### config.mk
export PLATFORM = sky130hd
export DESIGN_NAME = iq_mag_sched
export DESIGN_NICKNAME = d
export VERILOG_FILES = /design/src/rtl/iq_mag_sched.sv
export SDC_FILE = /design/constraint.sdc
export NUM_CORES = 1
export LEC_CHECK = 0
export CAP_MARGIN = 20
export CORE_MARGIN = 5
export CORE_UTILIZATION = 50
export CTS_CLUSTER_SIZE = 20
export DETAILED_ROUTE_END_ITERATION = 12
export GPL_TIMING_DRIVEN = 0
export PLACE_DENSITY_LB_ADDON = 0.3
export SETUP_SLACK_MARGIN = 0.3
export SYNTH_ARGS = -nofsm -noshare
export SYNTH_HDL_FRONTEND = slang
export SYNTH_SLANG_ARGS = --single-unit
### constraint.sdc
create_clock -name clk -period 4.6 [get_ports clk]
set_input_delay 0.46 -clock clk [delete_from_list [all_inputs] [get_ports clk]]
set_output_delay 0.46 -clock clk [all_outputs]
set_load 0.02 [all_outputs]
### src/rtl/iq_mag_sched.sv
// Round-robin scheduler sharing one I^2+Q^2 pipeline among NUM_CH requesters,
// with a channel-tag delay line and a credit-protected FWFT result FIFO.
// Optional IQ_SCHED_ERR_EN: sticky tag/result misalignment flag on err.
module iq_mag_sched #(
    parameter int IQ_DATA_WIDTH = 32,
    parameter int NUM_CH        = 4,
    parameter int PIPE_LATENCY  = 6,
    parameter int FIFO_DEPTH    = 8,
    localparam int CH_W         = (NUM_CH > 1) ? $clog2(NUM_CH) : 1
) (
    input  logic                            clk,
    input  logic                            rst_n,
    input  logic [NUM_CH-1:0]               req_val,
    output logic [NUM_CH-1:0]               req_rdy,
    input  logic [NUM_CH*IQ_DATA_WIDTH-1:0] req_i,
    input  logic [NUM_CH*IQ_DATA_WIDTH-1:0] req_q,
    output logic                            pipe_val,
    output logic [IQ_DATA_WIDTH-1:0]        pipe_i,
    output logic [IQ_DATA_WIDTH-1:0]        pipe_q,
    input  logic [IQ_DATA_WIDTH-1:0]        pipe_result,
    input  logic                            pipe_result_val,
    output logic [IQ_DATA_WIDTH-1:0]        result,
    output logic [CH_W-1:0]                 result_ch,
    output logic                            result_val,
    input  logic                            result_rdy,
    output logic                            err
);
    localparam int PTR_W = $clog2(FIFO_DEPTH);
    localparam int CNT_W = PTR_W + 1;
    localparam logic [CH_W:0]   NUM_CH_C = (CH_W+1)'(NUM_CH);
    localparam logic [CH_W-1:0] LAST_CH  = CH_W'(NUM_CH - 1);
    localparam logic [CNT_W:0]  DEPTH_C  = (CNT_W+1)'(FIFO_DEPTH);

    logic [CH_W-1:0]          ptr_reg;
    logic [CH_W-1:0]          win;
    logic [CH_W:0]            cand;
    logic                     any_req;
    logic                     has_credit;
    logic                     handshake;
    logic                     push;
    logic                     pop;
    logic [CNT_W:0]           used;

    logic                     pipe_val_reg;
    logic [IQ_DATA_WIDTH-1:0] pipe_i_reg;
    logic [IQ_DATA_WIDTH-1:0] pipe_q_reg;
    logic [CH_W-1:0]          pipe_ch_reg;
    logic [CNT_W-1:0]         inflight_reg;

    logic                     tag_val [PIPE_LATENCY];
    logic [CH_W-1:0]          tag_ch  [PIPE_LATENCY];

    logic [IQ_DATA_WIDTH-1:0] mem_data [FIFO_DEPTH];
    logic [CH_W-1:0]          mem_ch   [FIFO_DEPTH];
    logic [PTR_W-1:0]         wr_ptr_reg;
    logic [PTR_W-1:0]         rd_ptr_reg;
    logic [CNT_W-1:0]         count_reg;

    // Credit covers both samples still in the pipe and entries already queued,
    // so a result always has a FIFO slot when it pops out of the pipeline.
    assign used       = {1'b0, inflight_reg} + {1'b0, count_reg};
    assign has_credit = (used < DEPTH_C);

    always_comb begin
        any_req = 1'b0;
        win     = '0;
        cand    = '0;
        for (int i = 0; i < NUM_CH; i++) begin
            cand = {1'b0, ptr_reg} + (CH_W+1)'(i);
            if (cand >= NUM_CH_C) begin
                cand = cand - NUM_CH_C;
            end
            if (!any_req && req_val[cand[CH_W-1:0]]) begin
                any_req = 1'b1;
                win     = cand[CH_W-1:0];
            end
        end
    end

    assign handshake = any_req & has_credit;

    for (genvar gi = 0; gi < NUM_CH; gi++) begin : g_rdy
        assign req_rdy[gi] = handshake && (win == CH_W'(gi));
    end

    always_ff @(posedge clk or negedge rst_n) begin
        if (!rst_n) begin
            ptr_reg      <= '0;
            pipe_val_reg <= 1'b0;
            pipe_i_reg   <= '0;
            pipe_q_reg   <= '0;
            pipe_ch_reg  <= '0;
            inflight_reg <= '0;
        end else begin
            pipe_val_reg <= handshake;
            if (handshake) begin
                ptr_reg     <= (win == LAST_CH) ? '0 : win + 1'b1;
                pipe_i_reg  <= req_i[win*IQ_DATA_WIDTH +: IQ_DATA_WIDTH];
                pipe_q_reg  <= req_q[win*IQ_DATA_WIDTH +: IQ_DATA_WIDTH];
                pipe_ch_reg <= win;
            end
            // Counted at the grant so the registered issue stage is never unprotected.
            case ({handshake, push})
                2'b10:   inflight_reg <= inflight_reg + 1'b1;
                2'b01:   inflight_reg <= inflight_reg - 1'b1;
                default: inflight_reg <= inflight_reg;
            endcase
        end
    end

    assign pipe_val = pipe_val_reg;
    assign pipe_i   = pipe_i_reg;
    assign pipe_q   = pipe_q_reg;

    for (genvar gi = 0; gi < PIPE_LATENCY; gi++) begin : g_tag
        if (gi == 0) begin : g_head
            always_ff @(posedge clk or negedge rst_n) begin
                if (!rst_n) begin
                    tag_val[gi] <= 1'b0;
                    tag_ch[gi]  <= '0;
                end else begin
                    tag_val[gi] <= pipe_val_reg;
                    tag_ch[gi]  <= pipe_ch_reg;
                end
            end
        end else begin : g_body
            always_ff @(posedge clk or negedge rst_n) begin
                if (!rst_n) begin
                    tag_val[gi] <= 1'b0;
                    tag_ch[gi]  <= '0;
                end else begin
                    tag_val[gi] <= tag_val[gi-1];
                    tag_ch[gi]  <= tag_ch[gi-1];
                end
            end
        end
    end

`ifdef IQ_SCHED_ERR_EN
    logic err_reg;

    assign push = pipe_result_val & tag_val[PIPE_LATENCY-1];

    always_ff @(posedge clk or negedge rst_n) begin
        if (!rst_n) begin
            err_reg <= 1'b0;
        end else if (pipe_result_val != tag_val[PIPE_LATENCY-1]) begin
            err_reg <= 1'b1;
        end
    end

    assign err = err_reg;
`else
    assign push = pipe_result_val;
    assign err  = 1'b0;
`endif

    assign result_val = (count_reg != '0);
    assign pop        = result_val & result_rdy;

    always_ff @(posedge clk) begin
        if (push) begin
            mem_data[wr_ptr_reg] <= pipe_result;
            mem_ch[wr_ptr_reg]   <= tag_ch[PIPE_LATENCY-1];
        end
    end

    always_ff @(posedge clk or negedge rst_n) begin
        if (!rst_n) begin
            wr_ptr_reg <= '0;
            rd_ptr_reg <= '0;
            count_reg  <= '0;
        end else begin
            if (push) begin
                wr_ptr_reg <= wr_ptr_reg + 1'b1;
            end
            if (pop) begin
                rd_ptr_reg <= rd_ptr_reg + 1'b1;
            end
            case ({push, pop})
                2'b10:   count_reg <= count_reg + 1'b1;
                2'b01:   count_reg <= count_reg - 1'b1;
                default: count_reg <= count_reg;
            endcase
        end
    end

    // Fall-through head: the entry is visible as soon as count is non-zero.
    assign result    = mem_data[rd_ptr_reg];
    assign result_ch = mem_ch[rd_ptr_reg];

endmodule
-- Word-level counts from Yosys, hierarchy flattened
Memory sizes are Yosys's and may differ from the RTL's.
Cells that the tools add are included.
- register bits: 95
- bits in writable memories: 272
- bits of input ports: 296
- output and inout port bits: 105
- memories kept: 2
- $add $sub $neg: 15
- magnitude comparators: 9
- equal/unequal tests: 7
- shift-type cells: 2
- multiplexer cells: 25
- bitwise logic cells: 2
- reductions and logical operators: 14
- memories (name ; depth ; width ; rd ports ; clocked after memory_dff ; write ports ; RTL line ; RTL):
    mem_data ; 8 ; 32 ; 1 ; 0 ; 1 ; 53 ; logic [IQ_DATA_WIDTH-1:0] mem_data [FIFO_DEPTH];
    mem_ch ; 8 ; 2 ; 1 ; 0 ; 1 ; 54 ; logic [CH_W-1:0] mem_ch [FIFO_DEPTH];
- operators by type and width (cell ; number):
    $shiftx 128x8->32 ; 2
    $mux 2 ; 9
    $pmux 4 s2 ; 2
    $lt 2x3->1 const B ; 4
    $mux 1 ; 10
    $ge 3x3->1 const B ; 3
    $add 4x1->4 const B ; 2
    $bmux 1 s2 ; 4
    $eq 2x2->1 const B ; 4
    $sub 2x1->2 const B ; 4
    $sub 4x1->4 const B ; 2
    $logic_and 1x1->1 ; 7
    $add 2x2->3 const B ; 2
    $add 3x1->3 const B ; 2
    $eq 2x1->1 const B ; 3
    $add 4x4->5 ; 1
    $lt 5x4->1 const B ; 1
    $reduce_bool 2->1 ; 2
    $reduce_bool 4->1 ; 1
    $add 2x1->3 const B ; 1
    $ge 2x3->1 const B ; 1
    $logic_not 1->1 ; 3
    $add 2x1->2 const B ; 1
    $and 1x1->1 ; 2
    $logic_not 2->1 ; 1

-- Logic depth before layout (Yosys ltp)
Gate-level depths: netlist of the first run.
- depth in word-level cells: 17
- mapped depth: 10
- depth with buffers taken out: 10

-- Worst setup path before layout of the first run
OpenSTA, ideal clock, no wires.
- kind: reg-to-reg
- start point: register wr_ptr_reg[1]
- end point: memory mem_ch[0][0] (netlist name) (enable)
- arrival: 2.913 ns
- setup slack: 1.220 ns
- cell stages (with the launch flop): 3
- period minus slack after synthesis: 3.380 ns
- path through: dfrtp_1 nand2b_1 nor3_1
- RTL lines (item ; RTL line ; RTL):
    start, declared ; 55 ; logic [PTR_W-1:0] wr_ptr_reg;
    start signal, assigned ; 175 ; wr_ptr_reg <= wr_ptr_reg + 1'b1;
    end, declared ; 54 ;
No word-level cell before the write port.

-- Worst setup path in the final report of the first run
- start point: register rd_ptr_reg[1]
- end point: output result[28]
- word-level cells in the longest chain between the ends: 1
- RTL lines (item ; RTL line ; RTL):
    start, declared ; 56 ; logic [PTR_W-1:0] rd_ptr_reg;
    start signal, assigned ; 178 ; rd_ptr_reg <= rd_ptr_reg + 1'b1;
    $mem_v2 8x32 ; - ;
    end, declared ; 22 ; output logic [IQ_DATA_WIDTH-1:0] result,
No other way between the ends.

==> results.md, run 1 <==
* Critical path class: reg -> out
* Crit path DAT at 3470 ps
* Status: finished, final reports clean
* Design Power at 14.9 mW
* Vias in the first global route at 11.0k
* Leakage power at 8.02 nW
* Pre-CTS setup slack at 1150 ps
* Largest family of logic cells by synthesized area: multiplexers
* Worst Path Required at 4140 ps
* Placed cell areas at 0.0209 mm2
* Cell Count, Final, Fillers Out at 1778
* Initial DRC count at 523
* FF-to-FF path depth at 10
* Initial core utilization at 50.8%
* RSZ-0062 raised after global routing: false
* XOR/XNOR Fraction of Synth Area at 0.708%
* Synth top area share at 50.8%
* Cell with the most instances after synthesis: edfxtp_1
* H-tree levels at 2
* Met1 wire length at 15800 um
* Max VDD drop at 0.324 mV
* Total grt overflow at 0
* Ys Warns at 0
* Die H at 189 um
* R2R Path Start: count_reg[1]$_DFFE_PN0P_
* Synthesized-area fraction occupied by adder cells at 1.29%
* Die area at 0.0359 mm2
* Most used DFF post-synth: edfxtp_1
* I/O pins at 401
* Post-Syn Area at 0.0161 mm2
* Post-DP HPWL at 33000 um
* Reg2Reg Setup Slack at 1850 ps
* CTS tree: yes
* Final worst setup slack at 673 ps
* Clock Pin Slew Worst Setup and Hold Paths at 60 ps
* Post CTS Setup Buffer Count at 0
* Fill count at 2038
* Final hold violation count at 0
* Relative slew margins at 42.3%
* Final worst-path cycle share at 85.4%
* Hold Path Stages at 0
* Routed length per instance at 25.3 um
* Combinational power share at 47.6%
* TritonCTS buffer count at 38
* Hold EP: tag_ch[8]$_DFF_PN0_
* Max-slew violation count at 0
* Min-Delay Path Class: reg -> reg
* Register bit total from synthesis at 367
* Uppermost routed layer: met5
* Largest net degree at the start of global routing at 69
* Longest Clk Path Bufs at 3
* WL met2 at 24700 um
* Drt first pass iters at 5
* Critical Path Fanout Max at 10
* Setup TNS at 0 ps
* Post-synthesis compound-gate area fraction at 6.61%
* Min-delay src: tag_ch[10]$_DFF_PN0_
* CORE AREA at 0.0316 mm2
* PwrDens at 672 mW/mm2
* Area of the multi-input gates at 0.00517 mm2
* Placed Instances at 1702
* Final ANT Viol Nets at 0
* Met3 WL at 3450 um
* Seq/Total Area, Yosys at 65.6%
* WL final at 45000 um
* Mux share of post-synthesis cell area at 20.2%
* Clk pwr share at 20.2%
* Synth Net Count at 1198
* Global-route wire length before repair at 67000 um
* Synth cell types at 44
* Cell count after synthesis at 886
* EDFF count, synth at 272
* Max FFs per register at 256
* Mean number of vias per cell at 5.56
* Final Critical Period at 3930 ps
* Placer Congestion at 0.835
* Residual DRC at 0
* CP endpoint kind: primary output
* Max frequency at 255 MHz
* Critical-path cell list: clkbuf_1 > clkbuf_1 > buf_2 > mux4_2 > mux2_2 > clkdlybuf4s50_1
* Clock Latency Late Sink at 530 ps
* GRT Total Usage at 24.8%
* Commonest cells post-synth: edfxtp_1 (272), mux2i_1 (127), dfrtp_1 (95)
* Slowest stage delay, CP at 610 ps
* Via count at 9887
* Register area at 0.0105 mm2
* Internal power at 9.51 mW
* Crit-path most repeated cell: clkbuf_1
* Worst path bufs/invs at 4
* NetSw at 5.36 mW
* Sequential power share at 32.2%
* Area added between synthesis and finish at 37.6%
* IO buf count at 399
* Ratio of cells with drive above 1 in the final layout at 20.6%
* Avg Cell Area, Syn at 18.2 um2
* Synth async-reset ratio at 25.9%
* Sink Count at 367
* Synth Area in Simple Gates at 2.95%
* Post-route cell area at 0.0221 mm2
* Setup-failing EPs final at 0
* Initial antenna violation count at 8
* Cell taking the most area after synthesis: edfxtp_1
* R2R Path End: count_reg[3]$_DFFE_PN0P_
* Nets at 1653
* Max-Cap Viols at 0
* Startpoint Class: flip-flop
* Slew @ Worst Pin at 865 ps
* Sw Share at 36.1%
* Row Count at 65
* Die width at 189 um
* Top cells by area in the synthesized netlist: edfxtp_1 (51%), dfrtp_1 (15%), mux4_2 (9.5%)
* Cell with the largest stage delay on the worst path: clkdlybuf4s50_1
* Max Clock Skew at 22.1 ps
* Crit path max-delay family: buffers and inverters
* CTS Root Cell: clkbuf_16
-- final cells by class --
type                            count  area share (%)
Sequential cell                   367            47.6
Timing Repair Buffer              415            19.3
Antenna cell                        6          0.0678
Clock inverter                     17           0.836
Multi-Input combinational cell    454            23.4
Clock buffer                       52            4.67
Tap cell                          402            2.27
Buffer                             55            1.73
Inverter                           10           0.175
-- worst reg2reg max path: stages, from the launching register on --
cell and delay, ps:
dfrtp_1 430, or4_1 600, nand2_1 250, inv_1 130, ha_1 240, ha_1 280
a21o_1 170, a21oi_1 160, xnor2_1 140, nor2_1 70, xor2_1 140
-- kinds of logic (layout without fill, tap and decap cells) --
family | Yosys count | count (layout)
XOR/XNOR | 13 | 13
AND/OR/NAND/NOR | 108 | 108
other | 1 | 7
AO/OA/AOI/OAI | 81 | 81
adder cells (fa/ha/maj) | 16 | 16
multiplexers | 235 | 235
buffers and inverters | 65 | 549
flip-flops | 367 | 367
-- routing by layer --
layer  global-route usage (%)  up-vias
met4                     7.48        2
met1                     28.7     4983
met5                        0        -
met2                     45.2      373
li1                         -     4468
met3                     6.67       61
-- power by group through the flow --
stage | sequential [mW] | combinational, mW | clock, mW
after floorplan | 5.09 | 4.13 | 0
after global placement | 4.83 | 6.92 | 0
after detailed placement | 4.82 | 7.16 | 0
after CTS | 4.79 | 7.19 | 3.06
after global routing | 4.87 | 7.60 | 3.19
final | 4.79 | 7.08 | 3.01
-- worst max path at each step --
| stage | slack (ps) | end | start | cells after the start |
|---|---|---|---|---|
| global placement | -1680 | mem_data[2][19]$_DFFE_PP_ | pipe_result_val | 3 |
| CTS | 620 | result[28] | rd_ptr_reg[1]$_DFFE_PN0N_ | 6 |
| floorplan | 1220 | mem_ch[0][0]$_DFFE_PP_ | wr_ptr_reg[1]$_DFFE_PN0P_ | 2 |
| global route | 530 | result[28] | rd_ptr_reg[1]$_DFFE_PN0N_ | 6 |
| detailed placement | 1150 | req_rdy[3] | req_val[3] | 10 |
| finish | 670 | result[28] | rd_ptr_reg[1]$_DFFE_PN0N_ | 6 |
-- per-stage QoR --
stage / util (%) / hold slack (ps)
CTS: 69.9 / 348
detailed placement: 66.0 / 335
finish: 70.0 / 346
floorplan: - / 164
global placement: 65.1 / 334
global route: 70.0 / 352
-- repair_timing --
item / 4_1_cts / 5_1_grt
endpoints found under the hold margin: 27 / 0
resized for setup: 0 / 0
hold buffers: 1 / 0
-- placed cells by master (no fill, tap or decap), types with 32 or more instances in the layout --
cell type,count
edfxtp_1,272
a221oi_2,63
mux2_2,39
clkbuf_1,32
mux2i_1,127
mux4_2,68
clkbuf_16,39
nor2_1,69
clkdlybuf4s50_1,398
dfrtp_1,95
No activity file was read; power rests on OpenSTA's default activity.
==> run 2, diff against run 1 <==
- MAX_ROUTING_LAYER: unset -> met4
==> results.md, run 2 (same netlist as run 1, synthesis figures left out) <==
* Post-DP HPWL at 33000 um
* CORE AREA at 0.0316 mm2
* Critical path class: reg -> out
* Drt first pass iters at 4
* Setup TNS at 0 ps
* Critical Path Fanout Max at 10
* PwrDens at 672 mW/mm2
* Area added between synthesis and finish at 37.7%
* Max Clock Skew at 21.7 ps
* Vias in the first global route at 11.0k
* Clk pwr share at 20.3%
* Clock Pin Slew Worst Setup and Hold Paths at 60 ps
* Final worst-path cycle share at 85.7%
* Startpoint Class: flip-flop
* Total grt overflow at 0
* Initial DRC count at 560
* Ratio of cells with drive above 1 in the final layout at 20.6%
* RSZ-0062 raised after global routing: false
* Max VDD drop at 0.324 mV
* CTS resizes at 0
* Final ANT Viol Nets at 0
* Initial core utilization at 50.8%
* Cell Count, Final, Fillers Out at 1779
* Setup-failing EPs final at 0
* Most common cell after layout, fill and taps aside: clkdlybuf4s50_1
* H-tree levels at 2
* NetSw at 5.37 mW
* GRT Total Usage at 25.6%
* TritonCTS buffer count at 38
* Mean number of vias per cell at 5.55
* CTS tree: yes
* Min-Delay Path Class: reg -> reg
* Crit path DAT at 3480 ps
* Row Count at 65
* Die width at 189 um
* Die H at 189 um
* Max-Cap Viols at 0
* Hold Path Stages at 0
* Max-slew violation count at 0
* Placer Congestion at 0.848
* Worst Path Required at 4140 ps
* Max frequency at 254 MHz
* Via count at 9874
* Fill count at 2038
* Final Critical Period at 3940 ps
* Sequential power share at 32.2%
* Max FFs per register at 256
* Routed length per instance at 25.3 um
* Longest Clk Path Bufs at 3
* Final hold violation count at 0
* Initial antenna violation count at 8
* Status: finished, final reports clean
* Slew @ Worst Pin at 863 ps
* I/O pins at 401
* Clock Latency Late Sink at 530 ps
* Global-route wire length before repair at 67000 um
* Most frequent cells in the layout: clkdlybuf4s50_1 (398), edfxtp_1 (272), mux2i_1 (127), dfrtp_1 (95), nor2_1 (69)
* Internal power at 9.51 mW
* Relative slew margins at 42.4%
* IO buf count at 399
* Final worst setup slack at 656 ps
* Largest net degree at the start of global routing at 69
* Placed Instances at 1702
* Combinational power share at 47.6%
* Post CTS Setup Buffer Count at 0
* Sw Share at 36.1%
* Pre-CTS setup slack at 1150 ps
* FF-to-FF path depth at 10
* WL final at 45100 um
* CTS Root Cell: clkbuf_16
* Sink Count at 367
* Leakage power at 8.02 nW
* CP endpoint kind: primary output
* Die area at 0.0359 mm2
* Residual DRC at 0
* Nets at 1653
-- run 2: cell types whose count changed in the layout (fill, tap and decap cells not counted) --
cell	delta
diode_2	+1
-- run 2: power groups by stage --
stage                     Combinational [mW]  Sequential [mW]  Clock [mW]
after floorplan                         4.13             5.09           0
after global placement                  6.92             4.83           0
after detailed placement                7.16             4.82           0
after CTS                               7.19             4.79        3.06
after global routing                    7.60             4.87        3.19
final                                   7.08             4.79        3.01
-- run 2: final cells by class --
type	count	area (um2)	area share [%]
Tap cell	402	503	2.27
Inverter	10	38.8	0.175
Buffer	55	383	1.73
Multi-Input combinational cell	454	5170	23.4
Clock inverter	17	185	0.836
Antenna cell	7	17.5	0.0791
Timing Repair Buffer	415	4260	19.2
Clock buffer	52	1030	4.67
Sequential cell	367	10500	47.6
-- run 2: critical path: stages (launching register included) --
cell and delay [ps]:
dfrtp_1 350, clkbuf_1 330, clkbuf_1 580, buf_2 430, mux4_2 370, mux2_2 290
clkdlybuf4s50_1 600
-- run 2: worst paths after layout --
| path | from | to | slack [ps] |
|---|---|---|---|
| worst min register to register | tag_ch[10]$_DFF_PN0_ | tag_ch[8]$_DFF_PN0_ | 350 |
| max in group asynchronous | rst_n | wr_ptr_reg[2]$_DFFE_PN0P_ | 3450 |
| worst max-delay path | rd_ptr_reg[1]$_DFFE_PN0N_ | result[28] | 660 |
| min in group asynchronous | rst_n | pipe_q[28]$_DFFE_PN0P_ | 430 |
| worst max register to register | count_reg[1]$_DFFE_PN0P_ | count_reg[3]$_DFFE_PN0P_ | 1850 |
| worst min-delay path | tag_ch[10]$_DFF_PN0_ | tag_ch[8]$_DFF_PN0_ | 350 |
-- run 2: per-layer routing --
layer  vias up  share of wire (%)  GRT usage, %
met5         -                  0             -
met4         0                2.4          7.32
met3        65                7.8          7.13
met2       370                 55          45.3
met1      4971                 35          28.5
li1       4468                  -             -
-- run 2: metrics by stage --
step	cell area [um2]	hold slack, ps	utilization (%)	power, mW
detailed placement	20900	335	66.0	12.0
global route	22100	352	70.0	15.7
floorplan	16100	164	-	9.22
global placement	20600	334	65.1	11.8
finish	22100	346	70.0	14.9
CTS	22100	348	69.9	15.0
-- run 2: repair_timing --
action                                 4_1_cts  5_1_grt
endpoints found under the hold margin       27        0
hold buffers                                 1        0
setup endpoints to repair                    0        0
==> run 3, diff against run 2 <==
- CAP_MARGIN: 20 -> unset
- CTS_CLUSTER_DIAMETER: unset -> 200
- DONT_BUFFER_PORTS: unset -> 1
==> results.md, run 3 (same netlist as run 1, synthesis figures left out) <==
* Via count at 8350
* Vias in the first global route at 9119
* CTS tree: yes
* Final worst-path cycle share at 72.4%
* Max-Cap Viols at 0
* Crit path DAT at 2870 ps
* Max FFs per register at 256
* Max VDD drop at 0.392 mV
* RSZ-0062 raised after global routing: false
* Startpoint Class: flip-flop
* Total grt overflow at 0
* GRT Total Usage at 22.3%
* Die H at 189 um
* I/O pins at 401
* Mean number of vias per cell at 6.06
* TritonCTS buffer count at 22
* Leakage power at 6.28 nW
* Clock Pin Slew Worst Setup and Hold Paths at 80 ps
* Relative slew margins at 40.4%
* Initial core utilization at 50.8%
* Die area at 0.0359 mm2
* Worst Path Required at 4140 ps
* CTS resizes at 0
* Critical-path cell list: clkbuf_1 > clkbuf_1 > buf_2 > mux4_2 > mux2_2
* Max Clock Skew at 24.2 ps
* IO buf count at 0
* CP endpoint kind: primary output
* Placed cell areas at 0.0168 mm2
* Longest Clk Path Bufs at 3
* Slowest stage delay, CP at 590 ps
* Post-DP HPWL at 29100 um
* Row Count at 65
* Sink Count at 367
* Final hold violation count at 0
* Routed length per instance at 29.2 um
* PwrDens at 703 mW/mm2
* Die width at 189 um
* Design Power at 12.5 mW
* Ratio of cells with drive above 1 in the final layout at 26.0%
* WL final at 40200 um
* Final Critical Period at 3330 ps
* Setup-failing EPs final at 0
* Critical Path Fanout Max at 10
* Initial antenna violation count at 7
* Min-Delay Path Class: in -> reg
* Most common cell after layout, fill and taps aside: edfxtp_1
* CORE AREA at 0.0316 mm2
* Area added between synthesis and finish at 10.9%
* H-tree levels at 1
* Placer Congestion at 0.872
* Largest net degree at the start of global routing at 96
* Fill count at 2439
* Clock Latency Late Sink at 530 ps
* Most frequent cells in the layout: edfxtp_1 (272), mux2i_1 (127), dfrtp_1 (95), nor2_1 (69), mux4_2 (68)
* Slew @ Worst Pin at 889 ps
* Cell with the largest stage delay on the worst path: clkbuf_1
* Max-slew violation count at 0
* CTS Root Cell: clkbuf_16
* Crit-path most repeated cell: clkbuf_1
* Post-layout util at 56.4%
* Drt first pass iters at 4
* Residual DRC at 0
* Critical path class: reg -> out
* Nets at 1265
* Max frequency at 300 MHz
* Final worst setup slack at 1270 ps
* Final ANT Viol Nets at 0
* Reg2Reg Setup Slack at 1750 ps
* Global-route wire length before repair at 58200 um
* Initial DRC count at 462
* Status: finished, final reports clean
* Pre-CTS setup slack at 1720 ps
* Post-route cell area at 0.0178 mm2
==> run 3: cell types whose count changed in the layout (fill, tap and decap cells not counted), moves of 2 or more <==
| cell | delta |
|---|---|
| buf_12 | +2 |
| buf_16 | -2 |
| bufinv_16 | -3 |
| clkbuf_1 | +4 |
| clkbuf_16 | -16 |
| clkdlybuf4s50_1 | -398 |
| clkinv_1 | -5 |
| clkinv_2 | -3 |
| clkinvlp_4 | -2 |
| dlygate4sd3_1 | +28 |
==> run 3: per-stage QoR <==
stage / instances / TNS [ps] / hold slack (ps)
final: 1377 / 0 / 28.2
after detailed placement: 1301 / 0 / 167
after floorplan: 886 / 0 / 164
after global routing: 1377 / 0 / -0.284
after global placement: 1288 / -75700 / 167
after CTS: 1345 / 0 / 1.03
==> run 3: per-layer routing <==
metal	track usage (%)	routed length, um
met3	6.53	2980
met4	6.04	1010
met5	-	0
met2	39.1	21600
met1	25.1	14700
==> run 3: path summary, 6_finish.rpt <==
| check | from | end | depth (start not counted) |
|---|---|---|---|
| max | rd_ptr_reg[1]$_DFFE_PN0N_ | result[26] | 5 |
| min | pipe_result[0] | mem_data[1][0]$_DFFE_PP_ | 0 |
| max reg2reg | count_reg[1]$_DFFE_PN0P_ | count_reg[3]$_DFFE_PN0P_ | 10 |
| min reg2reg | tag_ch[11]$_DFF_PN0_ | tag_ch[9]$_DFF_PN0_ | 0 |
| max in group asynchronous | rst_n | pipe_q[10]$_DFFE_PN0P_ | 2 |
| min in group asynchronous | rst_n | pipe_q[28]$_DFFE_PN0P_ | 2 |
==> run 3: cell type report <==
class / count / area [um2] / share of cell area, %
Inverter: 10 / 38.8 / 0.218
Clock inverter: 1 / 16.3 / 0.0912
Multi-Input combinational cell: 454 / 5170 / 29.0
Buffer: 55 / 383 / 2.15
Sequential cell: 367 / 10500 / 59.1
Timing Repair Buffer: 43 / 524 / 2.94
Clock buffer: 39 / 636 / 3.56
Tap cell: 402 / 503 / 2.82
Antenna cell: 6 / 15.0 / 0.0842
==> run 3: critical path, delay by kind of cell, from the launching register on <==
| family | cells | cell delay, ps |
|---|---|---|
| buffers and inverters | 3 | 1270 |
| muxes | 2 | 710 |
| DFF | 1 | 370 |
==> run 3: what timing repair did <==
item / 4_1_cts / 5_1_grt
hold buffers: 4 / 26
setup buffers: 0 / 0
hold endpoints to repair: 99 / 140
==> run 3: where the power goes <==
group          internal (mW)  total [mW]  switching (mW)
Combinational           2.25        5.31            3.05
Sequential              4.40        5.24           0.845
Clock                  0.948        1.98            1.04
==> patch (config.mk and constraints of run 1) <==
`IQ_DATA_WIDTH`: 32 -> 28.
--- a/src/rtl/iq_mag_sched.sv
+++ b/src/rtl/iq_mag_sched.sv
@@ -2,7 +2,7 @@
 // with a channel-tag delay line and a credit-protected FWFT result FIFO.
 // Optional IQ_SCHED_ERR_EN: sticky tag/result misalignment flag on err.
 module iq_mag_sched #(
-    parameter int IQ_DATA_WIDTH = 32,
+    parameter int IQ_DATA_WIDTH = 28,
     parameter int NUM_CH        = 4,
     parameter int PIPE_LATENCY  = 6,
     parameter int FIFO_DEPTH    = 8,
Interface: changed (6 resized); port bits go from 401 to 353. The function was not compared with the original's and may differ.
==> patch against run 1 <==
- routed wire length is 15% lower
- worst setup slack improved by 200 ps
- register-to-register slack gained 90 ps
- sequential cell count down 40
- count of clock-buffer cells in the layout shrank 10
- total power fell by 12%
- design area is 11% lower
- synthesized area is 12% lower
==> patch: results (changes against run 1) <==
metric,value,unit,change
Post-synth ARST share,0.2661,,+0.007199
maximum VDD drop,362.4,uV,+12%
"Seq/Total Area, Yosys",0.6603,,+0.004598
initial antenna violation count,4,,-4
fillers,1879,,-7.8%
Post-synth EDFFs,240,,-12%
CTS Root Cell,clkbuf_16,,
Placer Congestion,0.8665,,+3.7%
minimum clock period,3725,ps,-201.6 ps
WP data arrival,3270,ps,-200 ps
Hold WS,343.3,ps,-2.783 ps
pin count of the biggest net entering global routing,48,,-30%
Synth Area in Compound Gates,0.06180,,-0.004326
Layout Skew,9.586,ps,-12.56 ps
first-pass GRT wire length,57060,um,-15%
Post-Syn Nets,1074,,-10%
vias in the first global route,9717,,-12%
status,"complete, no violations",,
critical path startpoint,inflight_reg[1],,
worst skew pair latency,510,ps,-20 ps
Max clock buf depth,3,,unchanged
leakage,7.142,nW,-11%
Pre-antenna DRT Iters,4,,-1
net switching power,4.674,mW,-13%
Via density,5.507,,-0.96%
Slew HR,0.4684,,+0.04487
WL per Instance,23.84,um,-5.8%
critical path endpoint,req_rdy[2],,
dpl hpwl,27700,um,-16%
TritonCTS Buffers,34,,-11%
Synth Area in Adders,0.01461,,+0.001700
Iteration-0 DRC Markers,510,,-2.5%
"CP delay by family, top",buffers and inverters,,
leading cell types by total area after synthesis,"edfxtp_1 51%, dfrtp_1 15%, mux4_2 9.5%",,
CP max FO,10,,unchanged
Critical Path Max Stage Delay,640,ps,+30 ps
Hold EP,tag_ch[4],,
Worst-path clk slew,60,ps,about the same
r2r setup slk,1940,ps,+90 ps
post-synthesis mux area share,0.2009,,-0.001374
fraction of layout cells with a size suffix above 1,0.1953,,-0.01058
placed instance count,1541,,-9.5%
most frequent cells after synthesis,"240 x edfxtp_1, 112 x mux2i_1, 87 x dfrtp_1, 67 x nor2_1, 60 x mux4_2",,
"Distinct cells, synth",38,,-14%
Synth Area in XOR/XNOR,0.008011,,+0.0009318
Global Route Usage Sum,0.2415,,-0.006410
Reg2Reg Capture Point,count_reg[3],,
hold_sp,tag_ch[6],,
Hold Path Class,reg2reg,,
synth warn,0,,unchanged
Layout Cells excl Fill,1608,,-9.6%
"worst slack, placed",1089,ps,-64.38 ps
Hold Path Depth,0,,unchanged
"Avg Cell Area, Syn",17.81,um2,-1.9%
Port Buf Inserts,351,,-12%
max reg flops,224,,-13%
[patch: repair_timing]
action,CTS,global route
setup buffers,0,0
hold endpoints to repair,26,0
hold buffers,1,0
[patch: layout make-up]
cell class / instances / area [um2] / share of cell area
repair buffers: 366 / 3755 / 0.1915
clock buffers: 42 / 912.1 / 0.04653
plain buffers: 49 / 299.0 / 0.01525
clock inverters: 18 / 181.4 / 0.009255
multi-input cells: 411 / 4543 / 0.2317
inverters: 11 / 41.29 / 0.002106
flip-flops and latches: 327 / 9384 / 0.4787
well taps: 378 / 473.0 / 0.02413
diodes: 6 / 15.01 / 0.0007659
[patch: cell families (layout without fill, tap and decap cells)]
kind of cell	Yosys count	in the layout
adders and majority gates	16	16
AOI/OAI and AO/OA	77	77
buffers and inverters	60	486
xor gates and xnor gates	13	13
muxes	206	206
DFF	327	327
and+or+nand+nor	98	98
other	1	7
[patch: worst register-to-register path: cells and delay by family, from the launching register on]
family,cells,cell delay [ps]
buf+inv,1,90
compound gates,2,360
fa+ha+maj,2,520
simple gates,3,850
xor+xnor,2,280
flops,1,440
[patch: power by group through the flow]
stage	clock, mW	sequential, mW	combinational, mW
3_5_place_dp	0	4.31	6.22
6_report	2.68	4.28	6.17
2_1_floorplan	0	4.54	3.57
3_3_place_gp	0	4.33	6.01
5_1_grt	2.86	4.35	6.63
4_1_cts	2.73	4.28	6.27
[patch: per-layer routing]
| metal | wire length (um) | GRT usage |
|---|---|---|
| met5 | 0 | 0 |
| met4 | 1138 | 0.08571 |
| met3 | 2628 | 0.06316 |
| met2 | 20860 | 0.4368 |
| met1 | 13710 | 0.2766 |
[patch: through the flow]
stage,power [mW],cell area (um2)
detailed placement,10.53,18490
global placement,10.33,18200
floorplan,8.112,14210
finish,13.12,19600
global route,13.84,19600
CTS,13.27,19590
